--- src/rtl/fifo4_16_if.sv ---
// Producer/consumer handshake bundle for the 4-entry word FIFO.
// master drives writes and pops and observes status; slave is the FIFO itself.
interface fifo4_16_if #(
    parameter int WIDTH = 16
);
    logic [WIDTH-1:0] in;
    logic             push;
    logic             pop;
    logic [WIDTH-1:0] out;
    logic [2:0]       count;
    logic             full;
    logic             empty;
    logic             overflow;
    logic             underflow;

    modport master (
        output in, push, pop,
        input  out, count, full, empty, overflow, underflow
    );

    modport slave (
        input  in, push, pop,
        output out, count, full, empty, overflow, underflow
    );
endinterface

--- src/rtl/fifo4_16.sv ---
// 4-entry show-ahead word FIFO; head visible the cycle after the push or pop edge, no bypass.
// Backpressure: push while full without a pop is dropped and pulses overflow; pop while empty pulses underflow.
module fifo4_16 #(
    parameter int WIDTH = 16
) (
    input  logic        clk,
    input  logic        reset,
    fifo4_16_if.slave   bus
);
    localparam logic [2:0] DEPTH = 3'd4;

    logic [WIDTH-1:0] mem_q [4];
    logic [WIDTH-1:0] mem_d [4];
    logic [1:0]       wr_ptr_q, wr_ptr_d;
    logic [1:0]       rd_ptr_q, rd_ptr_d;
    logic [2:0]       count_q, count_d;
    logic             overflow_q, overflow_d;
    logic             underflow_q, underflow_d;

    logic             full;
    logic             empty;
    logic             do_push;
    logic             do_pop;
    logic [WIDTH-1:0] head_word;

    assign full  = (count_q == DEPTH);
    assign empty = (count_q == 3'd0);

    // A pop on a full FIFO frees the slot the push is about to land in.
    assign do_push = bus.push & (~full | bus.pop);
    assign do_pop  = bus.pop & ~empty;

    always_comb begin
        mem_d       = mem_q;
        wr_ptr_d    = wr_ptr_q;
        rd_ptr_d    = rd_ptr_q;
        count_d     = count_q;
        overflow_d  = bus.push & full & ~bus.pop;
        underflow_d = bus.pop & empty;

        if (do_push) begin
            mem_d[wr_ptr_q] = bus.in;
            wr_ptr_d        = wr_ptr_q + 2'd1;
        end
        if (do_pop) begin
            rd_ptr_d = rd_ptr_q + 2'd1;
        end

        if (do_push && !do_pop) begin
            count_d = count_q + 3'd1;
        end else if (do_pop && !do_push) begin
            count_d = count_q - 3'd1;
        end
    end

    always_ff @(posedge clk) begin
        if (reset) begin
            wr_ptr_q    <= 2'd0;
            rd_ptr_q    <= 2'd0;
            count_q     <= 3'd0;
            overflow_q  <= 1'b0;
            underflow_q <= 1'b0;
        end else begin
            wr_ptr_q    <= wr_ptr_d;
            rd_ptr_q    <= rd_ptr_d;
            count_q     <= count_d;
            overflow_q  <= overflow_d;
            underflow_q <= underflow_d;
        end
    end

    // Storage is never cleared; reset only blocks the write that would otherwise land.
    always_ff @(posedge clk) begin
        if (!reset) begin
            mem_q <= mem_d;
        end
    end

    always_comb begin
        head_word = '0;
        case (rd_ptr_q)
            2'd0:    head_word = mem_q[0];
            2'd1:    head_word = mem_q[1];
            2'd2:    head_word = mem_q[2];
            default: head_word = mem_q[3];
        endcase
    end

    assign bus.out       = empty ? '0 : head_word;
    assign bus.count     = count_q;
    assign bus.full      = full;
    assign bus.empty     = empty;
    assign bus.overflow  = overflow_q;
    assign bus.underflow = underflow_q;
endmodule

--- src/flat_wrapper.sv ---
// flat-port wrapper written by rule: the top's interface ports become plain ports
module fifo4_16_flat 
#(
    parameter int WIDTH = 16
)
  (clk, reset, bus_in, bus_push, bus_pop, bus_out, bus_count, bus_full, bus_empty, bus_overflow, bus_underflow);
  fifo4_16_if #(.WIDTH(WIDTH)) bus_i ();
  input  logic clk;
  input  logic reset;
  input wire logic [$bits(bus_i.in)-1:0] bus_in;
  input wire logic [$bits(bus_i.push)-1:0] bus_push;
  input wire logic [$bits(bus_i.pop)-1:0] bus_pop;
  output wire logic [$bits(bus_i.out)-1:0] bus_out;
  output wire logic [$bits(bus_i.count)-1:0] bus_count;
  output wire logic [$bits(bus_i.full)-1:0] bus_full;
  output wire logic [$bits(bus_i.empty)-1:0] bus_empty;
  output wire logic [$bits(bus_i.overflow)-1:0] bus_overflow;
  output wire logic [$bits(bus_i.underflow)-1:0] bus_underflow;
  assign bus_i.in = bus_in;
  assign bus_i.push = bus_push;
  assign bus_i.pop = bus_pop;
  assign bus_out = bus_i.out;
  assign bus_count = bus_i.count;
  assign bus_full = bus_i.full;
  assign bus_empty = bus_i.empty;
  assign bus_overflow = bus_i.overflow;
  assign bus_underflow = bus_i.underflow;
  fifo4_16 #(.WIDTH(WIDTH)) u_core (.clk(clk), .reset(reset), .bus(bus_i));
endmodule
--- config.mk ---
export PLATFORM = sky130hd
export DESIGN_NAME = fifo4_16_flat
export DESIGN_NICKNAME = d
export VERILOG_FILES = /design/src/rtl/fifo4_16_if.sv /design/src/rtl/fifo4_16.sv /design/src/flat_wrapper.sv
export SDC_FILE = /design/constraint.sdc
export NUM_CORES = 1
export LEC_CHECK = 0
export ABC_CLOCK_PERIOD_IN_PS = 2600
export CAP_MARGIN = 0
export CELL_PAD_IN_SITES_DETAIL_PLACEMENT = 1
export CELL_PAD_IN_SITES_GLOBAL_PLACEMENT = 1
export CORE_MARGIN = 10
export CORE_UTILIZATION = 44
export DETAILED_ROUTE_END_ITERATION = 10
export PLACE_DENSITY = 0.82
export SYNTH_ARGS = -nofsm -noshare
export SYNTH_HDL_FRONTEND = slang
export SYNTH_SLANG_ARGS = --single-unit
--- constraint.sdc ---
create_clock -name clk -period 2.6 [get_ports clk]
set_input_delay 0.39 -clock clk [delete_from_list [all_inputs] [get_ports clk]]
set_output_delay 0.39 -clock clk [all_outputs]
set_load 0.005 [all_outputs]
==> results.json <==
{
  "run_status": "finished clean",
  "regToRegSetupSlack_ns": 0.40,
  "hold_violations": 0,
  "share_clk_of_total_power_pct": 22.6,
  "portBuffers": 42,
  "synth_top_flop_cell": "sky130_fd_sc_hd__edfxtp_1",
  "crit_end": "bus_out[7]",
  "synthToLayoutAreaGrowth_pct": 27.7,
  "power_density_nw_per_um2": 997,
  "h-tree-depth": 3,
  "remaining_drc_errors": 0,
  "numCtsBuffers": 9,
  "final_nets": 266,
  "p_sw_w": 0.00115,
  "post-cts-setup-buffer-count": 0,
  "timing_max_transition_violations_final": 0,
  "total_via_count_in_the_routed_design": 1799,
  "hold_path_class": "register to register",
  "yosys_register_bits": 73,
  "synth_enable_flop_cells": 64,
  "fill_cell_instance_count_of_the_final_layout": 616,
  "netlist_top_cells_area": "sky130_fd_sc_hd__edfxtp_1, sky130_fd_sc_hd__dfxtp_1, sky130_fd_sc_hd__a222oi_1",
  "grt_overflow": 0,
  "synth.yosys.seq_area_share_pct": 72.6,
  "synth_top_family_by_area": "compound AO/OA/AOI/OAI gates",
  "synth.yosys.warnings": 0,
  "netlist_top_cells_count": "sky130_fd_sc_hd__edfxtp_1, sky130_fd_sc_hd__a21oi_1, sky130_fd_sc_hd__a222oi_1",
  "clock_tree.buffer_depth": 2,
  "post_synth_xor_area_fraction_pct": 0.907,
  "dp_hpwl_um": 4560,
  "floorplan.die.width_um": 101,
  "worst_path_required_time_ns": 2.21,
  "drt_pass_1_iters": 6,
  "crit_start": "u_core.bus.count[1]",
  "synth_most_common_cell": "sky130_fd_sc_hd__edfxtp_1",
  "finalSetupTns_ns": 0,
  "tightest_slew_ns": 0.389,
  "synth_area_leader_cell": "sky130_fd_sc_hd__edfxtp_1",
  "timing.critical_path.from_type": "register",
  "post_synth_inst_count": 180,
  "synthDominantCellAreaShare_pct": 66.3,
  "rsz0062_at_grt": "false",
  "multi_input_comb_area_um2": 748,
  "reg2reg_from": "u_core.bus.count[1]",
  "placer_congestion_estimate": 0.725,
  "cp.arrival_ns": 2.14,
  "layout.area.seq_um2": 2110,
  "worst_rel_slew_slack_pct": 73.9,
  "cts_root_buffer": "sky130_fd_sc_hd__clkbuf_8",
  "final-instance-count-excl-fill": 317,
  "synthesized_area_per_cell_um2": 16.1,
  "total_leakage_power_nw": 1.28,
  "total_placed_cells_including_tap_cells": 302,
  "path_max_fanout": 19,
  "grt_start_max_net_pins": 33,
  "netSwitchingFraction_pct": 31.2,
  "cts.sinks": 73,
  "number_of_global_route_vias_before_repair": 1941,
  "yosysUniqueCellTypes": 30,
  "fp-row-count": 29,
  "track_usage_pct": 13.7,
  "ant_nets": 0,
  "layout-drive-gt1-share_pct": 19.6,
  "core_area_um2": 6390,
  "internal-power_w": 0.00254,
  "synth_adder_area_share_pct": 4.58,
  "synth-compound-area-share_pct": 13.6,
  "die_area_um2": 10200,
  "synth_simple_gate_area_share_pct": 4.36,
  "drv.max_cap_violation_count": 0,
  "worst_setup_ep_type": "primary output",
  "initial_utilization_pct": 45.4,
  "finalWorstPathRequiredPeriod_ns": 2.53,
  "regToRegEndpoint": "u_core.bus.count[2]",
  "clock.fmax_ghz": 0.396,
  "power_frac_seq_pct": 39.2,
  "netlist_area_um2": 2900,
  "hold_slack_ns": 0.509,
  "finalClockSkew_ns": 0.00983,
  "chipHeight_um": 101,
  "layout_worst_path_cycle_share_pct": 97.2,
  "report.final.setup_viol": 0,
  "grt_pass1_wl_um": 10600,
  "mux_cell_area_share_after_synthesis_pct": 1.08,
  "critical_path_class": "register to primary output",
  "vias_per_cell": 5.68,
  "initial_antenna_violation_count": 1,
  "power.share.combinational_pct": 38.2,
  "clock_tree_from_tritoncts": "built",
  "fraction_of_synthesis_flops_using_an_asynchronous_set_or_reset_pin_pct": 0,
  "insertion_delay_to_the_later_sink_of_the_worst_skew_pair_ns": 0.34,
  "vdd_drop_max_v": 0.000721,
  "initialDrtViolationCount": 177,
  "detail_route.wirelength_um": 6830,
  "reg2regPathDepth": 7,
  "antenna_cells_inserted": 0,
  "path_clk_slew_ns": 0.07,
  "wl_per_cell_um": 21.5,
  "io-pin-count": 43,
  "syn-num-nets": 210
}
routing by layer:
metal	part of all wire, %	up-vias	GRT usage (%)
li1	-	821	-
met1	42	904	15.8
met4	1.6	2	7.18
met3	5.5	12	3.68
met2	50	60	22.8
met5	0.12	-	0
layout make-up:
type,count,share of cell area (%)
Multi-Input combinational cell,89,20.2
Clock inverter,6,1.62
Sequential cell,73,56.9
Clock buffer,9,3.35
Inverter,8,0.812
Timing Repair Buffer,55,14.4
Tap cell,77,2.60
state kept, by name, summed over array words and instances, names as in the netlist:
| register | cells |
|---|---|
| u_core.mem_q | 64 |
| u_core.wr_ptr_q | 2 |
| u_core.bus.underflow | 1 |
| u_core.bus.overflow | 1 |
| u_core.rd_ptr_q | 2 |
| u_core.bus.count | 3 |
worst min path at each step:
stage,from,endpoint,slack [ns],cells after the start
global placement,u_core.rd_ptr_q[1],u_core.rd_ptr_q[1],0.49,2
finish,u_core.rd_ptr_q[1],u_core.rd_ptr_q[1],0.51,2
floorplan,bus_pop,u_core.bus.overflow,0.47,1
CTS,u_core.wr_ptr_q[1],u_core.wr_ptr_q[1],0.54,2
global route,u_core.rd_ptr_q[1],u_core.rd_ptr_q[1],0.54,2
detailed placement,u_core.rd_ptr_q[1],u_core.rd_ptr_q[1],0.52,2
cells by family after synthesis:
group / Yosys count
compound gates: 54
xor+xnor: 3
fa+ha+maj: 10
buf+inv: 18
flops: 73
mux: 3
simple gates: 19
cell usage in the layout (no fill, tap or decap), types with 2 or more instances in the layout:
cell                               n
sky130_fd_sc_hd__nor2_1            5
sky130_fd_sc_hd__inv_2             2
sky130_fd_sc_hd__dfxtp_2           3
sky130_fd_sc_hd__o21ai_2           8
sky130_fd_sc_hd__o21ai_1           8
sky130_fd_sc_hd__edfxtp_1         64
sky130_fd_sc_hd__mux2i_1           2
sky130_fd_sc_hd__ha_1              6
sky130_fd_sc_hd__a21oi_1          19
sky130_fd_sc_hd__inv_1             6
sky130_fd_sc_hd__or3_1             2
sky130_fd_sc_hd__clkdlybuf4s50_1  42
sky130_fd_sc_hd__buf_4            11
sky130_fd_sc_hd__clkinv_2          2
sky130_fd_sc_hd__ha_4              3
sky130_fd_sc_hd__a222oi_1         16
sky130_fd_sc_hd__and2_1            4
sky130_fd_sc_hd__nand2b_1          3
sky130_fd_sc_hd__xor2_1            2
sky130_fd_sc_hd__dfxtp_1           6
sky130_fd_sc_hd__clkbuf_8          9
critical path, cell delays in order (launching register included):
cell	delay [ns]
sky130_fd_sc_hd__dfxtp_1	0.50
sky130_fd_sc_hd__or3_1	0.17
sky130_fd_sc_hd__buf_6	0.23
sky130_fd_sc_hd__o21ai_2	0.10
sky130_fd_sc_hd__a21oi_1	0.21
sky130_fd_sc_hd__clkdlybuf4s50_1	0.55
timing repair:
action	in CTS	in global routing
hold buffers	0	0
endpoints found under the setup margin	16	16
gates cloned	0	0
pin swaps	0	1
gates resized for setup	8	3
power by group through the flow:
stage | Clock [W] | Sequential (W) | Combinational (W)
2_1_floorplan | 0 | 0.00145 | 0.000724
5_1_grt | 0.000904 | 0.00146 | 0.00154
3_5_place_dp | 0 | 0.00146 | 0.00136
6_report | 0.000833 | 0.00145 | 0.00141
4_1_cts | 0.000857 | 0.00144 | 0.00144
3_3_place_gp | 0 | 0.00145 | 0.00132
stage by stage:
| stage | utilization [%] | power, W | worst slack (ns) | area, µm² |
|---|---|---|---|---|
| floorplan | - | 0.00217 | 0.552 | 2900 |
| global placement | 54.3 | 0.00277 | 0.164 | 3470 |
| detailed placement | 54.3 | 0.00282 | 0.0855 | 3470 |
| CTS | 57.9 | 0.00374 | 0.00383 | 3700 |
| global route | 57.9 | 0.00391 | 0.0189 | 3700 |
| finish | 57.9 | 0.00369 | 0.0717 | 3700 |
Power figures use the tool's default switching activity.
